$ cat src/rtl/srm_exec_ctrl.sv
// Multicycle execute controller for the Simple RISC Machine.
// Accepts one decoded instruction at a time, sequences the register file
// reads, shifts operand B, runs the ALU, writes back and keeps Z/N/V.
module srm_exec_ctrl (
  input  logic        clk,
  input  logic        rst_n,
  input  logic        instr_valid,
  input  logic [15:0] instr,
  output logic        instr_ready,
  output logic [2:0]  rf_anum,
  output logic [2:0]  rf_bnum,
  input  logic [15:0] rf_a_out,
  input  logic [15:0] rf_b_out,
  output logic [2:0]  rf_writenum,
  output logic        rf_write,
  output logic [15:0] rf_data_in,
  output logic        done,
  output logic        illegal,
  output logic        z,
  output logic        n,
  output logic        v
);

  typedef enum logic [2:0] {
    IDLE, LOAD_A, LOAD_B, EXEC, WRITE, WRITE_IMM, FAULT
  } state_t;

  state_t      state, state_nx;
  logic [15:0] ir, a, b, c;
  logic [2:0]  wr_num_q;
  logic [15:0] wr_data_q;
  logic [15:0] b_sh, alu_c, diff;

  // Fields of the registered instruction
  logic [2:0] opc, rn, rd, rm;
  logic [1:0] op, sh;
  assign opc = ir[15:13];
  assign op  = ir[12:11];
  assign rn  = ir[10:8];
  assign rd  = ir[7:5];
  assign sh  = ir[4:3];
  assign rm  = ir[2:0];

  logic is_cmp;
  assign is_cmp = (opc == 3'b101) && (op == 2'b01);

  logic accept;
  assign instr_ready = (state == IDLE) && rst_n;
  assign accept      = instr_valid && instr_ready;

  // Read indices come straight from the instruction register; they are
  // only consumed by the register file in LOAD_A / LOAD_B.
  assign rf_anum = rn;
  assign rf_bnum = rm;

  // First state of an instruction, decoded from the incoming word at accept
  function automatic state_t first_state(input logic [15:0] w);
    case ({w[15:13], w[12:11]})
      5'b110_10: first_state = WRITE_IMM;
      5'b110_00: first_state = LOAD_B;
      5'b101_11: first_state = LOAD_B;
      5'b101_00,
      5'b101_01,
      5'b101_10: first_state = LOAD_A;
      default:   first_state = FAULT;
    endcase
  endfunction

  // Barrel-free single-step shifter on operand B
  always_comb begin
    case (sh)
      2'b01:   b_sh = {b[14:0], 1'b0};
      2'b10:   b_sh = {1'b0, b[15:1]};
      2'b11:   b_sh = {b[15], b[15:1]};
      default: b_sh = b;
    endcase
  end

  // ALU; CMP uses diff directly for the flags
  assign diff = a - b_sh;
  always_comb begin
    case ({opc, op})
      5'b101_00: alu_c = a + b_sh;
      5'b101_10: alu_c = a & b_sh;
      5'b101_11: alu_c = ~b_sh;
      default:   alu_c = b_sh;
    endcase
  end

  // State register
  always_ff @(posedge clk or negedge rst_n) begin
    if (!rst_n) state <= IDLE;
    else        state <= state_nx;
  end

  // Next-state and register file / status outputs
  always_comb begin
    state_nx    = state;
    rf_write    = 1'b0;
    rf_writenum = wr_num_q;
    rf_data_in  = wr_data_q;
    done        = 1'b0;
    illegal     = 1'b0;
    case (state)
      IDLE:   if (accept) state_nx = first_state(instr);
      LOAD_A: state_nx = LOAD_B;
      LOAD_B: state_nx = EXEC;
      EXEC: begin
        if (is_cmp) begin
          done     = 1'b1;
          state_nx = IDLE;
        end else begin
          state_nx = WRITE;
        end
      end
      WRITE: begin
        rf_write    = 1'b1;
        rf_writenum = rd;
        rf_data_in  = c;
        done        = 1'b1;
        state_nx    = IDLE;
      end
      WRITE_IMM: begin
        rf_write    = 1'b1;
        rf_writenum = rn;
        rf_data_in  = {{8{ir[7]}}, ir[7:0]};
        done        = 1'b1;
        state_nx    = IDLE;
      end
      FAULT: begin
        done     = 1'b1;
        illegal  = 1'b1;
        state_nx = IDLE;
      end
      default: state_nx = IDLE;
    endcase
  end

  // Datapath registers: instruction, operands, result, flags, write hold
  always_ff @(posedge clk or negedge rst_n) begin
    if (!rst_n) begin
      ir        <= '0;
      a         <= '0;
      b         <= '0;
      c         <= '0;
      z         <= 1'b0;
      n         <= 1'b0;
      v         <= 1'b0;
      wr_num_q  <= '0;
      wr_data_q <= '0;
    end else begin
      if (accept)            ir <= instr;
      if (state == LOAD_A)   a  <= rf_a_out;
      if (state == LOAD_B)   b  <= rf_b_out;
      if (state == EXEC) begin
        if (is_cmp) begin
          z <= (diff == 16'h0000);
          n <= diff[15];
          v <= (a[15] != b_sh[15]) && (diff[15] != a[15]);
        end else begin
          c <= alu_c;
        end
      end
      if (rf_write) begin
        wr_num_q  <= rf_writenum;
        wr_data_q <= rf_data_in;
      end
    end
  end

endmodule

$ cat config.mk
export PLATFORM = sky130hd
export DESIGN_NAME = srm_exec_ctrl
export DESIGN_NICKNAME = d
export VERILOG_FILES = /design/src/rtl/srm_exec_ctrl.sv
export SDC_FILE = /design/constraint.sdc
export NUM_CORES = 1
export LEC_CHECK = 0
export ABC_CLOCK_PERIOD_IN_PS = 4540
export BUFFER_PORTS_ARGS = -buffer_cell sky130_fd_sc_hd__buf_4
export CORE_UTILIZATION = 55
export DETAILED_ROUTE_END_ITERATION = 8
export PLACE_DENSITY = 0.87
export REMOVE_ABC_BUFFERS = 1
export SETUP_SLACK_MARGIN = 0.5
export SYNTH_ARGS = -nofsm -noshare
export SYNTH_HDL_FRONTEND = slang
export SYNTH_SLANG_ARGS = --single-unit
$ cat constraint.sdc
create_clock -name clk -period 4.54 [get_ports clk]
set_input_delay 0.908 -clock clk [delete_from_list [all_inputs] [get_ports clk]]
set_output_delay 0.908 -clock clk [all_outputs]
set_load 0.02 [all_outputs]
After elaboration in Yosys (flattened, before gate mapping)
Index checks and enable logic that the tools add are counted.
{ "word_totals": {"regBits": 89, "latchBits": 0, "ram_bits": 0, "romBits": 0, "inputBits": 51, "elab_cells": 62, "mem_count": 0} }
{ "op_classes": {"n_addsub": 2, "mul": 0, "div": 0, "n_lt_le_gt_ge": 0, "eq_ne": 23, "n_shift": 0, "n_mux": 12, "n_bitwise": 3, "n_reduce_logical": 12} }
{ "ops": {"columns": ["operator", "count"], "rows": [
  ["16-bit case mux with 3 select lines", 2],
  ["5-bit == test (second input constant)", 9],
  ["16-bit case mux with 2 select lines", 1],
  ["16-bit adder", 1],
  ["16-bit bitwise AND", 1],
  ["16-bit zero test", 1],
  ["16-bit inverter", 1],
  ["16-bit subtractor", 1],
  ["3-bit == test (second input constant)", 4],
  ["3-bit case mux with 4 select lines", 1],
  ["3-bit case mux with 3 select lines", 1],
  ["3-bit by 2-bit == test with 1-bit output (second input constant)", 2],
  ["3-bit two-way mux", 2],
  ["3-bit case mux with 2 select lines", 1],
  ["3-bit OR reduction", 2],
  ["2-bit by 1-bit == test with 1-bit output (second input constant)", 2],
  ["2-bit == test (second input constant)", 2],
  ["1-bit logical AND", 4],
  ["2-bit AND reduction", 2],
  ["2-bit OR reduction", 2],
  ["3-bit by 1-bit == test with 1-bit output (second input constant)", 1],
  ["3-bit zero test", 1],
  ["1-bit two-way mux", 3],
  ["1-bit != test", 2],
  ["other kinds (3)", 3]
]} }

Logic depth before layout (Yosys ltp)
Gate-level depths: netlist of the first run.
{ "logic_depth": {"depth_word": 5, "depth_mapped": 15, "mapped_depth_nobuf": 12} }

Least setup slack after synthesis of the first run
Ideal clock, no wire load.
{ "synth_timing": {"kind": "register to register", "from": "reg ir[3]", "to": "reg c[14]", "setup_ns": 0.073, "arrival_time_ns": 3.086, "required_ns": 4.467, "path_slack_ns": 1.381, "path_stages_with_launch": 15, "path_buffers": 3, "path_cell_list": "dfrtp_1 > buf_2 > buf_2 > mux2i_1 > nor2_1 > a21oi_1 > inv_1 > ha_1 > buf_4 > a21o_1 > a221o_2 > a221oi_4 > a21oi_2 > mux2_1 > nor2_1"} }
{ "synth_between": {"elab_chain_len": 4, "word_cells_on_any_way": 8, "cone_classes": "add/sub (1); eq/ne (3); mux (2); bitwise (2)"} }
{ "synth_lines": {"columns": ["element", "line_no", "source"], "rows": [
  ["start: declaration", "29", "logic [15:0] ir, a, b, c;"],
  ["start signal: assignment", "152", "if (accept) ir <= instr;"],
  ["2-bit == test or 2-bit by 1-bit == test with 1-bit output (tied branches)", "71", "case (sh)"],
  ["16-bit case mux with 3 select lines (*)", "71", null],
  ["16-bit adder, or another cell as far along", "83", "5'b101_00: alu_c = a + b_sh;"],
  ["16-bit case mux with 3 select lines (*)", "82", "case ({opc, op})"],
  ["end signal: assignment", "161", "c <= alu_c;"],
  ["end: declaration", "29", null]
]} }
Mark *: on every way between the ends. The rest lies on a longest branch, timed or not.
A chain may end at the register's enable or synchronous reset.

Worst setup path after layout of the first run
{ "layout_timing": {"from": "reg ir[3]", "to": "reg z"} }
{ "layout_between": {"elab_chain_len": 4, "word_cells_on_any_way": 6, "cone_classes": "add/sub (1); eq/ne (3); mux (1); reduce/logical (1)"} }
{ "layout_lines": {"columns": ["element", "line_no", "source"], "rows": [
  ["2-bit == test or 2-bit by 1-bit == test with 1-bit output (tied branches)", "71", null],
  ["16-bit case mux with 3 select lines (*)", "71", null],
  ["16-bit subtractor (*)", "80", "assign diff = a - b_sh;"],
  ["16-bit zero test (*)", "157", "z <= (diff == 16'h0000);"],
  ["end signal: assignment", "157", null],
  ["end: declaration", "19", "output logic z,"]
]} }
Marked as above.

==> reports/summary.md, run 1 <==
The flow ran to the end, and the final reports show no timing, DRC or antenna violations. The share of synthesized registers carrying an async set or reset was 1.00; the cell area after synthesis was 6090 um2. The fraction of final layout cells sized beyond drive strength 1 was 0.238; the worst path arrival time was 3.86 ns. The number of setup violations in the final report was 0; the part of the Yosys area used for sequential elements was 0.366. The via count of the first global-routing pass was 4998. No sink is reached through more buffers than the 2 on the longest clock path. The tools report the largest net degree at the start of global routing as 75. For the final-stage net count, the log shows 803.

The tools report the via count as 5279. The cell chosen for the clock root was sky130_fd_sc_hd__clkbuf_8. Global placement routability congestion: 0.922. After routing, the total negative slack on setup checks comes to 0 ns. The synthesized design contains 89 register bits.

The die covers 11500 um2. The chip height came out at 107 um. The HPWL after detailed placement is 11200 um. After the first detailed-routing iteration, the DRC count stood at 358. The tools report the antenna violation net count after detailed routing as 0. For this run, the leading register cell type out of synthesis is sky130_fd_sc_hd__dfrtp_1. The number of hold violations in the final report is 0, and the number of setup buffers added after CTS is 0. Across the routed clock network, the largest skew measured is 0.0214 ns.

The sort of element at the end of the critical path is a flip-flop. TritonCTS built the clock tree. First-pass detailed-route iteration total: 7.

For this run the aggregate overflow at the end of global routing stands at 0. The synthesized area per cell came out at 9.15 um2. The floorplan step defined a core boundary enclosing 10800 um2.

The max-slew violation count came out at 0. The later pin in the worst-skew pair is clocked with a latency of 0.39 ns. Measured along the x axis, the die boundary spans 107 um.

The via density per instance was 6.12; the wire length reported by the detailed router was 15100 um. Tracing the worst setup path back leads to its startpoint at ir[3]. The worst setup path is launched from a flip-flop. The count of warnings emitted by yosys came out at 0. The floorplan has 38 rows. For the pin with the worst max-slew slack, the measured transition is 0.981 ns.

Path type of the worst setup path: reg -> reg. The number of antenna diodes in the final layout is 0. The starting density of the core was 0.564; the flop-to-flop setup slack was 0.98 ns. The first global-routing pass estimated 24700 um of wire.

The count of pins on the block boundary was 83; the number of clock sinks was 89. Number of flops mapped to enable cells by yosys: 0. The maximum level of the CTS H-tree was 3; the number of antenna violations at the first check in global routing was 0. The number of buffers created by CTS is 9. Clock-pin slew was measured on the worst setup and hold paths at 0.10 ns. From synthesis to final layout, the design area changed by 13.2%. The logs give 0.275 for the overall fraction of global-route tracks in use and 67 for the distinct cell type count after synthesis. The beginning of the worst register-to-register path was ir[3]. In the routed design, unresolved DRC markers number 0.

The post-route fraction of the period consumed by the critical path works out to 0.785. The number of I/O port buffers is 82, and the wire length per cell after detailed routing is 17.5 um. The total of fill cells in the finished design is 903. In this run the worst path has a maximum fanout of 18.

Setup repair after global routing left no endpoint under its margin. Synthesis handed over a netlist of 665 instances. The normalized max-slew margin was 0.343. At the worst endpoint, the required time is 4.84 ns. The reported max-cap violation count was 0; the post-route minimum period was 3.56 ns.

In this run the worst hold path is classified as in -> async. For this run, the top clock speed supported by timing is 281 MHz.
logic make-up (layout without fill, tap and decap cells):
| kind of cell | count (synthesis) | count (layout) | synth area share |
|---|---|---|---|
| AOI/OAI and AO/OA | 211 | 211 | 0.218 |
| xor gates and xnor gates | 16 | 16 | 0.0230 |
| adders and majority gates | 34 | 34 | 0.0724 |
| buffers and inverters | 80 | 138 | 0.0565 |
| DFF | 89 | 89 | 0.366 |
| muxes | 76 | 76 | 0.135 |
| and+or+nand+nor | 159 | 159 | 0.130 |
final cells by class:
type                            instances  area (um2)  area share
Clock inverter                          6        51.3     0.00744
Tap cell                              140         175      0.0254
Clock buffer                           10         128      0.0185
Timing Repair Buffer                   88         661      0.0958
Inverter                               34         128      0.0185
Multi-Input combinational cell        496        3520       0.511
Sequential cell                        89        2230       0.323
sequential cells by signal (all words and copies together), names as in the netlist:
register   cells
a             16
b             16
c             16
ir            16
wr_data_q     16
state          3
wr_num_q       3
n              1
v              1
z              1
worst max-delay path, cell delays in order (launching register included):
cell and delay [ns]:
sky130_fd_sc_hd__dfrtp_2 0.68, sky130_fd_sc_hd__mux2i_1 0.24, sky130_fd_sc_hd__nor2_1 0.05, sky130_fd_sc_hd__a21oi_1 0.28
sky130_fd_sc_hd__inv_1 0.08, sky130_fd_sc_hd__ha_1 0.57, sky130_fd_sc_hd__nor2_1 0.14, sky130_fd_sc_hd__a2bb2oi_2 0.23
sky130_fd_sc_hd__a31oi_1 0.13, sky130_fd_sc_hd__or3b_1 0.39, sky130_fd_sc_hd__a2111oi_2 0.39, sky130_fd_sc_hd__nand4_1 0.16
sky130_fd_sc_hd__o21ai_1 0.14
path summary, 6_finish.rpt:
path | depth (start not counted) | end
worst max-delay path | 12 | z
worst min-delay path | 1 | ir[10]
worst max register to register | 12 | z
worst min register to register | 2 | wr_data_q[5]
max in group asynchronous | 2 | ir[3]
min in group clk | 2 | wr_data_q[5]
Yosys cell counts (4+ instances only):
| library cell | instances | area [um2] |
|---|---|---|
| sky130_fd_sc_hd__a211oi_1 | 11 | 82.6 |
| sky130_fd_sc_hd__a21o_1 | 9 | 67.6 |
| sky130_fd_sc_hd__a21oi_1 | 57 | 285 |
| sky130_fd_sc_hd__a221oi_1 | 10 | 87.6 |
| sky130_fd_sc_hd__a31oi_1 | 11 | 68.8 |
| sky130_fd_sc_hd__and3_1 | 5 | 31.3 |
| sky130_fd_sc_hd__buf_1 | 6 | 22.5 |
| sky130_fd_sc_hd__buf_2 | 8 | 40.0 |
| sky130_fd_sc_hd__buf_4 | 9 | 67.6 |
| sky130_fd_sc_hd__clkbuf_1 | 23 | 86.3 |
| sky130_fd_sc_hd__dfrtp_1 | 89 | 2230 |
| sky130_fd_sc_hd__ha_1 | 32 | 400 |
| sky130_fd_sc_hd__inv_1 | 32 | 120 |
| sky130_fd_sc_hd__mux2_2 | 46 | 518 |
| sky130_fd_sc_hd__mux2i_1 | 28 | 280 |
| sky130_fd_sc_hd__nand2_1 | 55 | 206 |
| sky130_fd_sc_hd__nand2b_1 | 5 | 31.3 |
| sky130_fd_sc_hd__nand4_1 | 5 | 31.3 |
| sky130_fd_sc_hd__nor2_1 | 45 | 169 |
| sky130_fd_sc_hd__nor2b_1 | 9 | 56.3 |
| sky130_fd_sc_hd__nor3_1 | 9 | 45.0 |
| sky130_fd_sc_hd__nor4_1 | 5 | 31.3 |
| sky130_fd_sc_hd__o21a_1 | 4 | 30.0 |
| sky130_fd_sc_hd__o21ai_0 | 66 | 330 |
| sky130_fd_sc_hd__o21ai_1 | 5 | 25.0 |
| sky130_fd_sc_hd__o21bai_1 | 6 | 45.0 |
| sky130_fd_sc_hd__o22ai_1 | 6 | 37.5 |
| sky130_fd_sc_hd__xnor2_1 | 13 | 114 |
layer usage:
metal / GRT usage / part of all wire / vias up
li1: - / - / 2495
met1: 0.364 / 0.42 / 2560
met2: 0.465 / 0.49 / 201
met3: 0.0438 / 0.065 / 23
met4: 0.0793 / 0.019 / 0
met5: 0 / 0 / -
metrics by stage:
step                instances  hold WS (ns)  worst slack (ns)  instance area, um2   util
floorplan                 619         0.439              1.29                5870      -
global placement          847         0.450             0.876                6710  0.622
detailed placement        847         0.466             0.758                6710  0.622
CTS                       863         0.368             0.704                6890  0.639
global route              863         0.375             0.697                6890  0.639
finish                    863         0.370             0.977                6890  0.639
layout by cell type, fill, tap and decap left out, types with 10 or more instances in the layout:
cell type / count
sky130_fd_sc_hd__a31oi_1: 11
sky130_fd_sc_hd__a21oi_1: 56
sky130_fd_sc_hd__mux2_2: 46
sky130_fd_sc_hd__a221oi_1: 10
sky130_fd_sc_hd__inv_1: 32
sky130_fd_sc_hd__a211oi_1: 11
sky130_fd_sc_hd__ha_1: 32
sky130_fd_sc_hd__mux2i_1: 28
sky130_fd_sc_hd__nor2_1: 45
sky130_fd_sc_hd__xnor2_1: 13
sky130_fd_sc_hd__o21ai_0: 65
sky130_fd_sc_hd__dfrtp_1: 88
sky130_fd_sc_hd__buf_4: 88
sky130_fd_sc_hd__nand2_1: 55
timing repair:
action / 4_1_cts / 5_1_grt
hold buffers: 0 / 0
resized for setup: 0 / 2
setup endpoints to repair: 0 / 5
Power of run 1 is not shown: default switching activity piles up to over one toggle a cycle in this logic, so the estimate is an artifact.
==> inputs of run 2 (changes only) <==
--- a/config.mk
+++ b/config.mk
@@ -5,7 +5,7 @@
 export SDC_FILE = /design/constraint.sdc
 export NUM_CORES = 1
 export LEC_CHECK = 0
-export ABC_CLOCK_PERIOD_IN_PS = 4540
+export ABC_CLOCK_PERIOD_IN_PS = 3450
 export BUFFER_PORTS_ARGS = -buffer_cell sky130_fd_sc_hd__buf_4
 export CORE_UTILIZATION = 55
 export DETAILED_ROUTE_END_ITERATION = 8
==> constraint.sdc (replaced) <==
create_clock -name clk -period 3.45 [get_ports clk]
set_input_delay 0.69 -clock clk [delete_from_list [all_inputs] [get_ports clk]]
set_output_delay 0.69 -clock clk [all_outputs]
set_load 0.02 [all_outputs]
==> run 2 against run 1 <==
Non-clock buffer count up 24. Maximum frequency increased by 18%. Sequential share of layout area decreased by 1.8 points. First-iteration DRC count is 30% higher. Hold slack worse by 0.21 ns. Sequential cell count is the same. Critical endpoint unchanged.
==> reports/summary.md, run 2 (same netlist as run 1, synthesis figures left out) <==
The flow ran to the end, and the final reports show no timing, DRC or antenna violations. TritonCTS built the clock tree. The tools report the startpoint type of the worst setup path as a flip-flop (unchanged). The synthesis-to-layout area growth is 20.1% (was 13.2%).

The accumulated negative setup slack came out at 0 ns (unchanged). Critical register-to-register path endpoint: z (unchanged). For the antenna diode count, the log shows 0 (unchanged).

Path type of the worst setup path: reg -> reg (unchanged). The placement row count is 38 (unchanged), and the flop-to-flop setup slack is 0.43 ns (was 0.98 ns). The area of combinational cells with multiple inputs came out at 3720 um2 (was 3520 um2).

The worst clock skew on the final layout was 0.0197 ns (was 0.0214 ns); the number of clock sinks was 89 (unchanged). The fraction of final layout cells sized beyond drive strength 1 is 0.312 (was 0.238). The kind of cell with the highest combined delay on the critical path was compound AO/OA/AOI/OAI gates (unchanged). Fmax: 332 MHz (was 281 MHz).

The maximum root-to-sink buffer count was 2 (unchanged). The via density per instance was 6.13 (was 6.12); the number of buffers created by CTS was 9 (unchanged). The reported max-cap violation count is 0 (unchanged). Path class of the lowest-slack min-delay path: in -> async (unchanged). The critical path buffer and inverter count was 4 (was 1). The cell chosen for the clock root was sky130_fd_sc_hd__clkbuf_8 (unchanged). The via count of the first global-routing pass was 5095 (was 4998). The beginning of the worst register-to-register path was ir[3] (unchanged). The run gives 827 (was 803) as the final-stage net count. The number of setup violations in the final report is 0 (unchanged).

The wire length reported by the detailed router was 16100 um (was 15100 um); the via count was 5435 (was 5279). The logs give 465 (was 358) for the detailed router's first-iteration violation count and 3.76 ns (was 4.84 ns) for the required arrival time at the worst endpoint. The post-route fraction of the period consumed by the critical path is 0.874 (was 0.785).

The number of hold violations in the final report is 0 (unchanged), and the maximum level of the CTS H-tree is 3 (unchanged). The tools report the global-route wire length before repair as 24900 um (was 24700 um). The sort of element at the end of the critical path was a flip-flop (unchanged). The post-CTS clock slew at the launch and capture registers of the worst setup and hold paths came out at 0.10 ns (about the same). Setup repair after global routing could not meet its margin everywhere.

The insertion delay of the later-clocked pin in the worst-skew pair is 0.39 ns (about the same). The antenna violation net count after detailed routing is 0 (unchanged). The actual transition at the worst max-transition pin is 0.918 ns (was 0.981 ns), and the count of pins on the block boundary is 83 (unchanged). The total of fill cells in the finished design is 850 (was 903), and the largest fanout on the critical path is 7 (was 18).

The number of antenna violations at the first check in global routing is 0 (unchanged), and the post-route minimum period is 3.02 ns (was 3.56 ns). The cell depth of the worst flop-to-flop path is 13 (was 12). Count of unresolved DRC violations after routing: 0 (unchanged).

The first-pass detailed-route iteration total is 5 (was 7). Most common library cell in the layout ignoring fill and taps: sky130_fd_sc_hd__buf_4. The overall fraction of global-route tracks in use is 0.278 (was 0.275). Most used cells in the layout excluding fill and tap cells: sky130_fd_sc_hd__buf_4, sky130_fd_sc_hd__dfrtp_1, sky130_fd_sc_hd__o21ai_0 (was sky130_fd_sc_hd__dfrtp_1, sky130_fd_sc_hd__buf_4, sky130_fd_sc_hd__o21ai_0). The total grt overflow was 0 (unchanged); the global placement routability congestion was 0.935 (was 0.922).

The starting density of the core is 0.564 (unchanged), and the longest individual stage delay on the worst path is 0.48 ns (was 0.68 ns). The slowest stage cell on the critical path is sky130_fd_sc_hd__dfrtp_2 (unchanged). The normalized max-slew margin came out at 0.388 (was 0.343).

Chip height: 107 um (unchanged). Worst path arrival time: 3.32 ns (was 3.86 ns). The number of I/O port buffers is 82 (unchanged), and the area of the die is 11500 um2 (unchanged).

The wire length per cell after detailed routing works out to 18.2 um (was 17.5 um). The number of hold buffers added after CTS is 0 (unchanged), and the max-slew violation count is 0 (unchanged). X dimension of the die: 107 um (unchanged).

The placed wire-length estimate was 11600 um (was 11200 um). Sequence of cells on the critical path: buf_4 > mux2i_1 > o21ai_2 > buf_4 > inv_1 > ha_1 > inv_1 > a2bb2oi_2 > a31oi_1 > or3b_1 > a2111oi_2 > nand4_1 > o21ai_1 (was mux2i_1 > nor2_1 > a21oi_1 > inv_1 > ha_1 > nor2_1 > a2bb2oi_2 > a31oi_1 > or3b_1 > a2111oi_2 > nand4_1 > o21ai_1). For the total area of sequential cells, the log shows 2230 um2 (about the same). Largest net degree at the start of global routing: 74 (was 75). The core area is 10800 um2 (unchanged).
## run 2: cell types whose count changed in the layout (fill, tap and decap cells not counted), moves of 4 or more
cell / previous run / this run
sky130_fd_sc_hd__a21oi_1: 56 / 51
sky130_fd_sc_hd__ha_2: 0 / 4
sky130_fd_sc_hd__o21ai_2: 0 / 7
sky130_fd_sc_hd__buf_4: 88 / 110
sky130_fd_sc_hd__ha_1: 32 / 22
sky130_fd_sc_hd__o21ai_0: 65 / 59
sky130_fd_sc_hd__ha_4: 0 / 6
sky130_fd_sc_hd__a21oi_2: 2 / 7
## run 2: final cells by class
type	instances	share of cell area
multi-input combinational	496	0.509
inverter	34	0.0175
tap	140	0.0240
clock inverter	6	0.0110
sequential	89	0.305
timing repair buffer	112	0.116
clock buffer	10	0.0175
## run 2: worst max-delay path by stage
stage	start	endpoint	slack, ns	cells after the start
2_1_floorplan	ir[3]	c[9]	0.20	10
3_3_place_gp	ir[3]	z	0.23	12
3_5_place_dp	ir[3]	z	0.08	11
4_1_cts	ir[3]	z	0.44	10
5_1_grt	ir[3]	c[9]	0.29	14
6_report	ir[3]	z	0.43	13
## run 2: repair_timing
action / CTS / global route
buffers inserted: 4 / 4
resized for setup: 27 / 27
pin swaps: 2 / 6
setup endpoints to repair: 13 / 30
## run 2: through the flow
step | hold slack [ns] | instances | instance area (um2) | util | worst slack [ns]
2_1_floorplan | 0.394 | 619 | 5870 | - | 0.204
3_3_place_gp | 0.450 | 863 | 6830 | 0.633 | 0.230
3_5_place_dp | 0.460 | 863 | 6830 | 0.633 | 0.0755
4_1_cts | 0.178 | 883 | 7150 | 0.662 | 0.445
5_1_grt | 0.179 | 887 | 7310 | 0.677 | 0.294
6_report | 0.161 | 887 | 7310 | 0.677 | 0.434
## run 2: worst reg2reg max path, stage by stage (launching register included)
cell and delay, ns:
sky130_fd_sc_hd__dfrtp_2 0.48, sky130_fd_sc_hd__buf_4 0.16, sky130_fd_sc_hd__mux2i_1 0.12, sky130_fd_sc_hd__o21ai_2 0.23, sky130_fd_sc_hd__buf_4 0.17, sky130_fd_sc_hd__inv_1 0.04
sky130_fd_sc_hd__ha_1 0.22, sky130_fd_sc_hd__inv_1 0.11, sky130_fd_sc_hd__a2bb2oi_2 0.19, sky130_fd_sc_hd__a31oi_1 0.11, sky130_fd_sc_hd__or3b_1 0.38, sky130_fd_sc_hd__a2111oi_2 0.38
sky130_fd_sc_hd__nand4_1 0.19, sky130_fd_sc_hd__o21ai_1 0.15
## run 2: layer usage
layer,vias up,track usage,share of wire
met5,-,0,0
met4,0,0.0822,0.018
met3,40,0.0571,0.058
met2,216,0.468,0.50
met1,2627,0.361,0.42
li1,2552,-,-
Power of run 2 is left out for the same reason.
